===== config.mk =====
export PLATFORM = sky130hd
export DESIGN_NAME = game_stats_timer
export DESIGN_NICKNAME = d
export VERILOG_FILES = /design/src/rtl/game_stats_timer.sv
export SDC_FILE = /design/constraint.sdc
export NUM_CORES = 1
export LEC_CHECK = 0
export CORE_MARGIN = 4
export CORE_UTILIZATION = 33
export CTS_BUF_LIST = sky130_fd_sc_hd__clkbuf_8
export DETAILED_ROUTE_END_ITERATION = 16
export SYNTH_ARGS = -nofsm -noshare
export SYNTH_HDL_FRONTEND = slang
export SYNTH_SLANG_ARGS = --single-unit

===== constraint.sdc =====
create_clock -name clock -period 6.2 [get_ports clock]
set_clock_uncertainty 0.15 [all_clocks]
set_input_delay 0.62 -clock clock [delete_from_list [all_inputs] [get_ports clock]]
set_output_delay 0.62 -clock clock [all_outputs]
set_load 0.01 [all_outputs]

===== src/rtl/game_stats_timer.sv =====
// Play-time and key-press statistics for the game: prescaled seconds counter (up/down with
// time-out), saturating key counter, optional BCD min:sec readout enabled by GAME_TIMER_BCD_EN.
module game_stats_timer #(
    parameter int unsigned CLK_FREQ = 50000000,
    parameter int unsigned SEC_W    = 12,
    parameter int unsigned KEY_W    = 8
) (
    input  logic             clock,
    input  logic             reset,
    input  logic [2:0]       game_status,
    input  logic             ps2_key_pressed,
    input  logic             count_down,
    input  logic [SEC_W-1:0] time_limit,
    output logic [SEC_W-1:0] elapsed_sec,
    output logic [SEC_W-1:0] remain_sec,
    output logic [KEY_W-1:0] key_cnt,
    output logic             tick_1hz,
    output logic             time_up,
    output logic [7:0]       bcd_min,
    output logic [7:0]       bcd_sec
);

    localparam int unsigned      PRE_W   = (CLK_FREQ > 1) ? $clog2(CLK_FREQ) : 1;
    localparam logic [PRE_W-1:0] PRE_MAX = PRE_W'(CLK_FREQ - 1);
    localparam logic [KEY_W-1:0] KEY_MAX = '1;
    localparam logic [2:0]       ST_PLAYING = 3'd2;
    localparam logic [2:0]       ST_OVER    = 3'd3;
    localparam logic [2:0]       ST_PAUSED  = 3'd4;

    logic [PRE_W-1:0] prescale;
    logic [2:0]       status_d;
    logic             ps2_key_d;
    logic             mode_cd;

    logic playing_c, paused_c, over_c, start_c, key_rise_c, wrap_c;

    // Status decode; a start is entering PLAYING from anything but PLAYING/PAUSED
    always_comb begin
        playing_c  = (game_status == ST_PLAYING);
        paused_c   = (game_status == ST_PAUSED);
        over_c     = (game_status == ST_OVER);
        start_c    = playing_c && (status_d != ST_PLAYING) && (status_d != ST_PAUSED);
        key_rise_c = ps2_key_pressed & ~ps2_key_d;
        wrap_c     = (prescale == PRE_MAX);
    end

    always_ff @(posedge clock or negedge reset) begin
        if (!reset) begin
            prescale    <= '0;
            status_d    <= '0;
            ps2_key_d   <= 1'b0;
            mode_cd     <= 1'b0;
            elapsed_sec <= '0;
            remain_sec  <= '0;
            key_cnt     <= '0;
            tick_1hz    <= 1'b0;
            time_up     <= 1'b0;
        end else begin
            status_d  <= game_status;
            ps2_key_d <= ps2_key_pressed;
            tick_1hz  <= 1'b0;
            if (start_c) begin
                mode_cd     <= count_down;
                remain_sec  <= count_down ? time_limit : '0;
                elapsed_sec <= '0;
                key_cnt     <= '0;
                prescale    <= '0;
                time_up     <= 1'b0;
            end else if (playing_c) begin
                if (!time_up) begin
                    // A zero remaining count at this point only arises from a zero time limit
                    if (mode_cd && (remain_sec == '0)) begin
                        time_up <= 1'b1;
                    end else if (wrap_c) begin
                        prescale    <= '0;
                        elapsed_sec <= elapsed_sec + SEC_W'(1);
                        tick_1hz    <= 1'b1;
                        if (mode_cd) begin
                            remain_sec <= remain_sec - SEC_W'(1);
                            if (remain_sec == SEC_W'(1)) time_up <= 1'b1;
                        end
                    end else begin
                        prescale <= prescale + PRE_W'(1);
                    end
                    if (key_rise_c && (key_cnt != KEY_MAX)) key_cnt <= key_cnt + KEY_W'(1);
                end
            end else if (over_c) begin
                prescale <= '0;
            end else if (!paused_c) begin
                prescale    <= '0;
                elapsed_sec <= '0;
                remain_sec  <= '0;
                key_cnt     <= '0;
                time_up     <= 1'b0;
            end
        end
    end

`ifdef GAME_TIMER_BCD_EN
    localparam int unsigned CNT_W = $clog2(SEC_W + 1);

    logic [SEC_W-1:0] bcd_last, div_num, div_quo, bcd_src_c, min_bin_c;
    logic [6:0]       div_rem;
    logic [CNT_W-1:0] div_cnt;
    logic             div_busy, div_done;
    logic [7:0]       trial_c, trial_sub_c;
    logic             trial_ge_c;

    function automatic logic [7:0] to_bcd(input logic [6:0] v);
        logic [14:0] s;
        s = {8'd0, v};
        for (int i = 0; i < 7; i++) begin
            if (s[10:7] >= 4'd5) s[10:7] = s[10:7] + 4'd3;
            if (s[14:11] >= 4'd5) s[14:11] = s[14:11] + 4'd3;
            s = s << 1;
        end
        return s[14:7];
    endfunction

    // One restoring-division step by 60 per cycle; quotient = minutes, remainder = seconds
    always_comb begin
        bcd_src_c   = mode_cd ? remain_sec : elapsed_sec;
        trial_c     = {div_rem, div_num[SEC_W-1]};
        trial_ge_c  = (trial_c >= 8'd60);
        trial_sub_c = trial_c - 8'd60;
        min_bin_c   = (div_quo > SEC_W'(99)) ? SEC_W'(99) : div_quo;
    end

    always_ff @(posedge clock or negedge reset) begin
        if (!reset) begin
            bcd_last <= '0;
            div_num  <= '0;
            div_quo  <= '0;
            div_rem  <= '0;
            div_cnt  <= '0;
            div_busy <= 1'b0;
            div_done <= 1'b0;
            bcd_min  <= 8'h00;
            bcd_sec  <= 8'h00;
        end else begin
            div_done <= 1'b0;
            if (div_busy) begin
                div_rem  <= 7'(trial_ge_c ? trial_sub_c : trial_c);
                div_quo  <= {div_quo[SEC_W-2:0], trial_ge_c};
                div_num  <= div_num << 1;
                div_cnt  <= div_cnt - CNT_W'(1);
                if (div_cnt == CNT_W'(1)) begin
                    div_busy <= 1'b0;
                    div_done <= 1'b1;
                end
            end else if (div_done) begin
                bcd_min <= to_bcd(7'(min_bin_c));
                bcd_sec <= to_bcd(div_rem);
            end else if (bcd_src_c != bcd_last) begin
                bcd_last <= bcd_src_c;
                div_num  <= bcd_src_c;
                div_quo  <= '0;
                div_rem  <= '0;
                div_cnt  <= CNT_W'(SEC_W);
                div_busy <= 1'b1;
            end
        end
    end
`else
    assign bcd_min = 8'h00;
    assign bcd_sec = 8'h00;
`endif

endmodule


==> summary.md <==
| Metric | Value |
|---|---|
| Outcome | completed |
| Max Slew Vio Count | 0 |
| CTS hold repair buffers | 0 |
| Yosys reg bits | 65 |
| GPL Wtd Cong | 0.7698 |
| CP Buf/Inv Count | 0 |
| Maxcap violations | 0 |
| Post-synthesis cell type count | 60 |
| Worst EP arrival | 3.58 ns |
| Total routed wirelength | 9943 µm |
| Final global-route overflow total | 0 |
| CTS max path bufs | 2 |
| Detail Placement HPWL | 6967 µm |
| Tmin final | 3.463 ns |
| Post-route clock period utilization | 55.86% |
| Hold slack | 0.1716 ns |
| YS warnings | 0 |
| Core area | 11030 µm² |
| First-pass GRT wire length | 16250 µm |
| Die Ht | 115.1 µm |
| Async SR Flop Fraction | 100.0% |
| WP data required | 6.32 ns |
| Chip width | 115.1 µm |
| Largest net degree at the start of global routing | 35 |
| CP endpoint kind | flop |
| Worst Setup Start Kind | flop |
| Crit Path Max Fanout | 16 |
| Syn_area_per_cell | 9.012 µm² |
| Fraction of layout cells with a size suffix above 1 | 6.369% |
| Die area | 13250 µm² |
| Synth-to-Final Area Change | 20.17% |
| Slew margin rel. | 27.82% |
| # Post-CTS Setup Buffers | 0 |
| TritonCTS clock tree | yes |
| CP delay by family, top | simple AND/OR/NAND/NOR gates |
| Initial Util | 34.31% |
| Clock share of power | 40.8% |
| Post-synth EDFFs | 0 |
| Ys flop type | dfrtp_1 |
| Gate power share | 10.9% |
| Fin. Hold Viols | 0 |
| Vias in the first global route | 3295 |
| Net total in the final layout | 491 |
| Syn Inst Count | 420 |
| Worst Path Class, Setup | reg -> reg |
| Pwr Density | 199.3 nW/µm² |
| Post-CTS sizing | 0 |
| I/O pin total | 69 |
| Seq pwr share | 48.3% |
| TritonCTS buffer count | 9 |
| Clk sinks | 65 |
| Cell-internal power | 0.0006597 W |
| Worst IR Drop VDD | 0.08031 mV |
| Pleak | 1.796 nW |
| Initial antenna violation count | 0 |
| Sw Pwr | 0.0002470 W |
| Finished Layout Cells | 611 |
| Post-synthesis sequential area ratio | 42.98% |
| Mapped Area | 3785 µm² |
| Routed wire per std cell | 16.27 µm |
| N_diodes | 0 |
| RSZ-0062 raised after global routing | no |
| FMAX | 0.2887 GHz |
| Post-route core utilization | 41.23% |
| PortBufs | 52 |
| Worst hold path type | in -> async |
| Cell Chain, Critical Path | nor4_1 > a31oi_1 > o21ai_1 > nor2_1 > nor3_1 |
| FP Rows | 38 |
| Antenna viol nets, final | 0 |
| Final setup viols | 0 |
| Sw Share | 27.24% |
| Tightest Pin Transition | 1.079 ns |
| Total track usage | 15.26% |
| Routed vias | 3410 |
| Inst Count DP | 595 |
| H-tree levels | 3 |
| Initial DRC Count | 262 |
| DR DRC count | 0 |
| Root buf cell | clkbuf_8 |
| Final setup TNS | 0 ns |
| Slowest-stage cell, CP | nor4_1 |
| Clock latency on the worst-skew pair | 0.35 ns |
| Max incr delay on CP | 0.83 ns |
| Pre-antenna DRT Iters | 4 |
| Via/cell ratio | 5.581 |
| Clock transition at the registers of the reported paths | 0.08 ns |
-- area by class of cell --
| cell class | count | area (µm²) |
|---|---|---|
| multi-input combinational | 326 | 1978 |
| clock buffer | 10 | 137.6 |
| tap | 140 | 175.2 |
| sequential | 65 | 1627 |
| clock inverter | 6 | 58.81 |
| fill | 1067 | 6482 |
| inverter | 9 | 33.78 |
| timing repair buffer | 55 | 538.0 |
-- cell usage in the layout, fill, tap and decap left out, types with 9 or more instances in the layout --
cell type        synthesis  final
a21oi_1                 27     27
a31oi_1                 10     10
and3_1                   9      9
clkbuf_8                 0     10
clkdlybuf4s50_1          0     51
conb_1                   1     16
dfrtp_1                 65     65
inv_1                    9     10
nand2_1                 43     43
nand3_1                 20     20
nand4_1                 11     11
nor2_1                  16     16
nor3_1                  14     14
o21ai_0                 23     23
o31ai_1                 14     14
or3_1                   12     12
-- logic make-up (layout without fill, tap and decap cells) --
kind of cell	after synthesis	count (layout)	synth area share, %
other cells	1	16	0.09908
flops	65	65	42.98
buf+inv	44	80	6.248
compound gates	124	124	21.49
xor+xnor	3	3	0.6943
simple gates	170	170	24.63
mux	7	7	1.884
fa+ha+maj	6	6	1.983
-- power groups by stage --
stage               clock network [W]  registers [W]   logic, W
global placement                    0       0.000446  0.0000971
floorplan                           0       0.000446  0.0000626
finish                       0.000370       0.000438  0.0000989
detailed placement                  0       0.000447  0.0000986
CTS                          0.000376       0.000438  0.0000991
global route                 0.000394       0.000439   0.000109
-- per-stage QoR --
stage	worst slack, ns	power [W]	area [µm²]
detailed placement	2.459	0.0005451	4352
finish	2.737	0.0009066	4548
global route	2.368	0.0009427	4548
floorplan	3.647	0.0005083	3841
global placement	2.577	0.0005434	4352
CTS	2.732	0.0009135	4548
-- synthesized netlist by cell type (all sizes together) (2+ instances only) --
cell / n / area [µm²]
a21oi: 27 / 135.1
a22oi: 4 / 30.03
a31o: 2 / 17.52
a31oi: 10 / 62.56
a32oi: 2 / 17.52
and2: 8 / 50.05
and3: 9 / 56.30
and4: 3 / 26.28
buf: 20 / 146.4
clkbuf: 15 / 56.30
dfrtp: 65 / 1627
ha: 6 / 75.07
inv: 9 / 33.78
mux2i: 6 / 60.06
nand2: 43 / 161.4
nand2b: 4 / 25.02
nand3: 20 / 100.1
nand3b: 3 / 22.52
nand4: 11 / 68.82
nor2: 16 / 60.06
nor3: 15 / 80.08
nor3b: 2 / 15.01
nor4: 8 / 56.30
nor4bb: 2 / 20.02
o2111ai: 3 / 26.28
o211a: 2 / 20.02
o211ai: 5 / 42.54
o21a: 2 / 15.01
o21ai: 27 / 135.1
o22ai: 8 / 50.05
o311ai: 11 / 96.34
o31a: 2 / 17.52
o31ai: 14 / 105.1
or2: 3 / 18.77
or3: 13 / 86.33
or3b: 2 / 17.52
or4: 4 / 30.03
xor2: 2 / 17.52
-- sequential cells by signal, summed over array words and instances, names as in the netlist --
name / cells
mode_cd: 1
key_cnt: 8
prescale: 26
ps2_key_d: 1
time_up: 1
status_d: 3
tick_1hz: 1
remain_sec: 12
elapsed_sec: 12
-- per-layer routing --
layer / vias to the layer above / wire length (µm) / GRT usage [%]
li1: 1663 / - / -
met1: 1631 / 4610 / 20.07
met3: 13 / 603 / 2.842
met5: - / 0 / 0
met4: 0 / 129 / 6.416
met2: 103 / 4600 / 24.69
-- final timing paths --
path / cells past startpoint / start / slack, ns / to
max: 5 / remain_sec[8] / 2.74 / prescale[13]
min: 1 / reset / 0.17 / key_cnt[7]
max reg2reg: 5 / remain_sec[8] / 2.74 / prescale[13]
min reg2reg: 1 / elapsed_sec[11] / 0.35 / elapsed_sec[11]
max in group asynchronous: 2 / reset / 4.78 / prescale[21]
min in group clock: 1 / elapsed_sec[11] / 0.35 / elapsed_sec[11]
(Power assumes the default switching activity.)
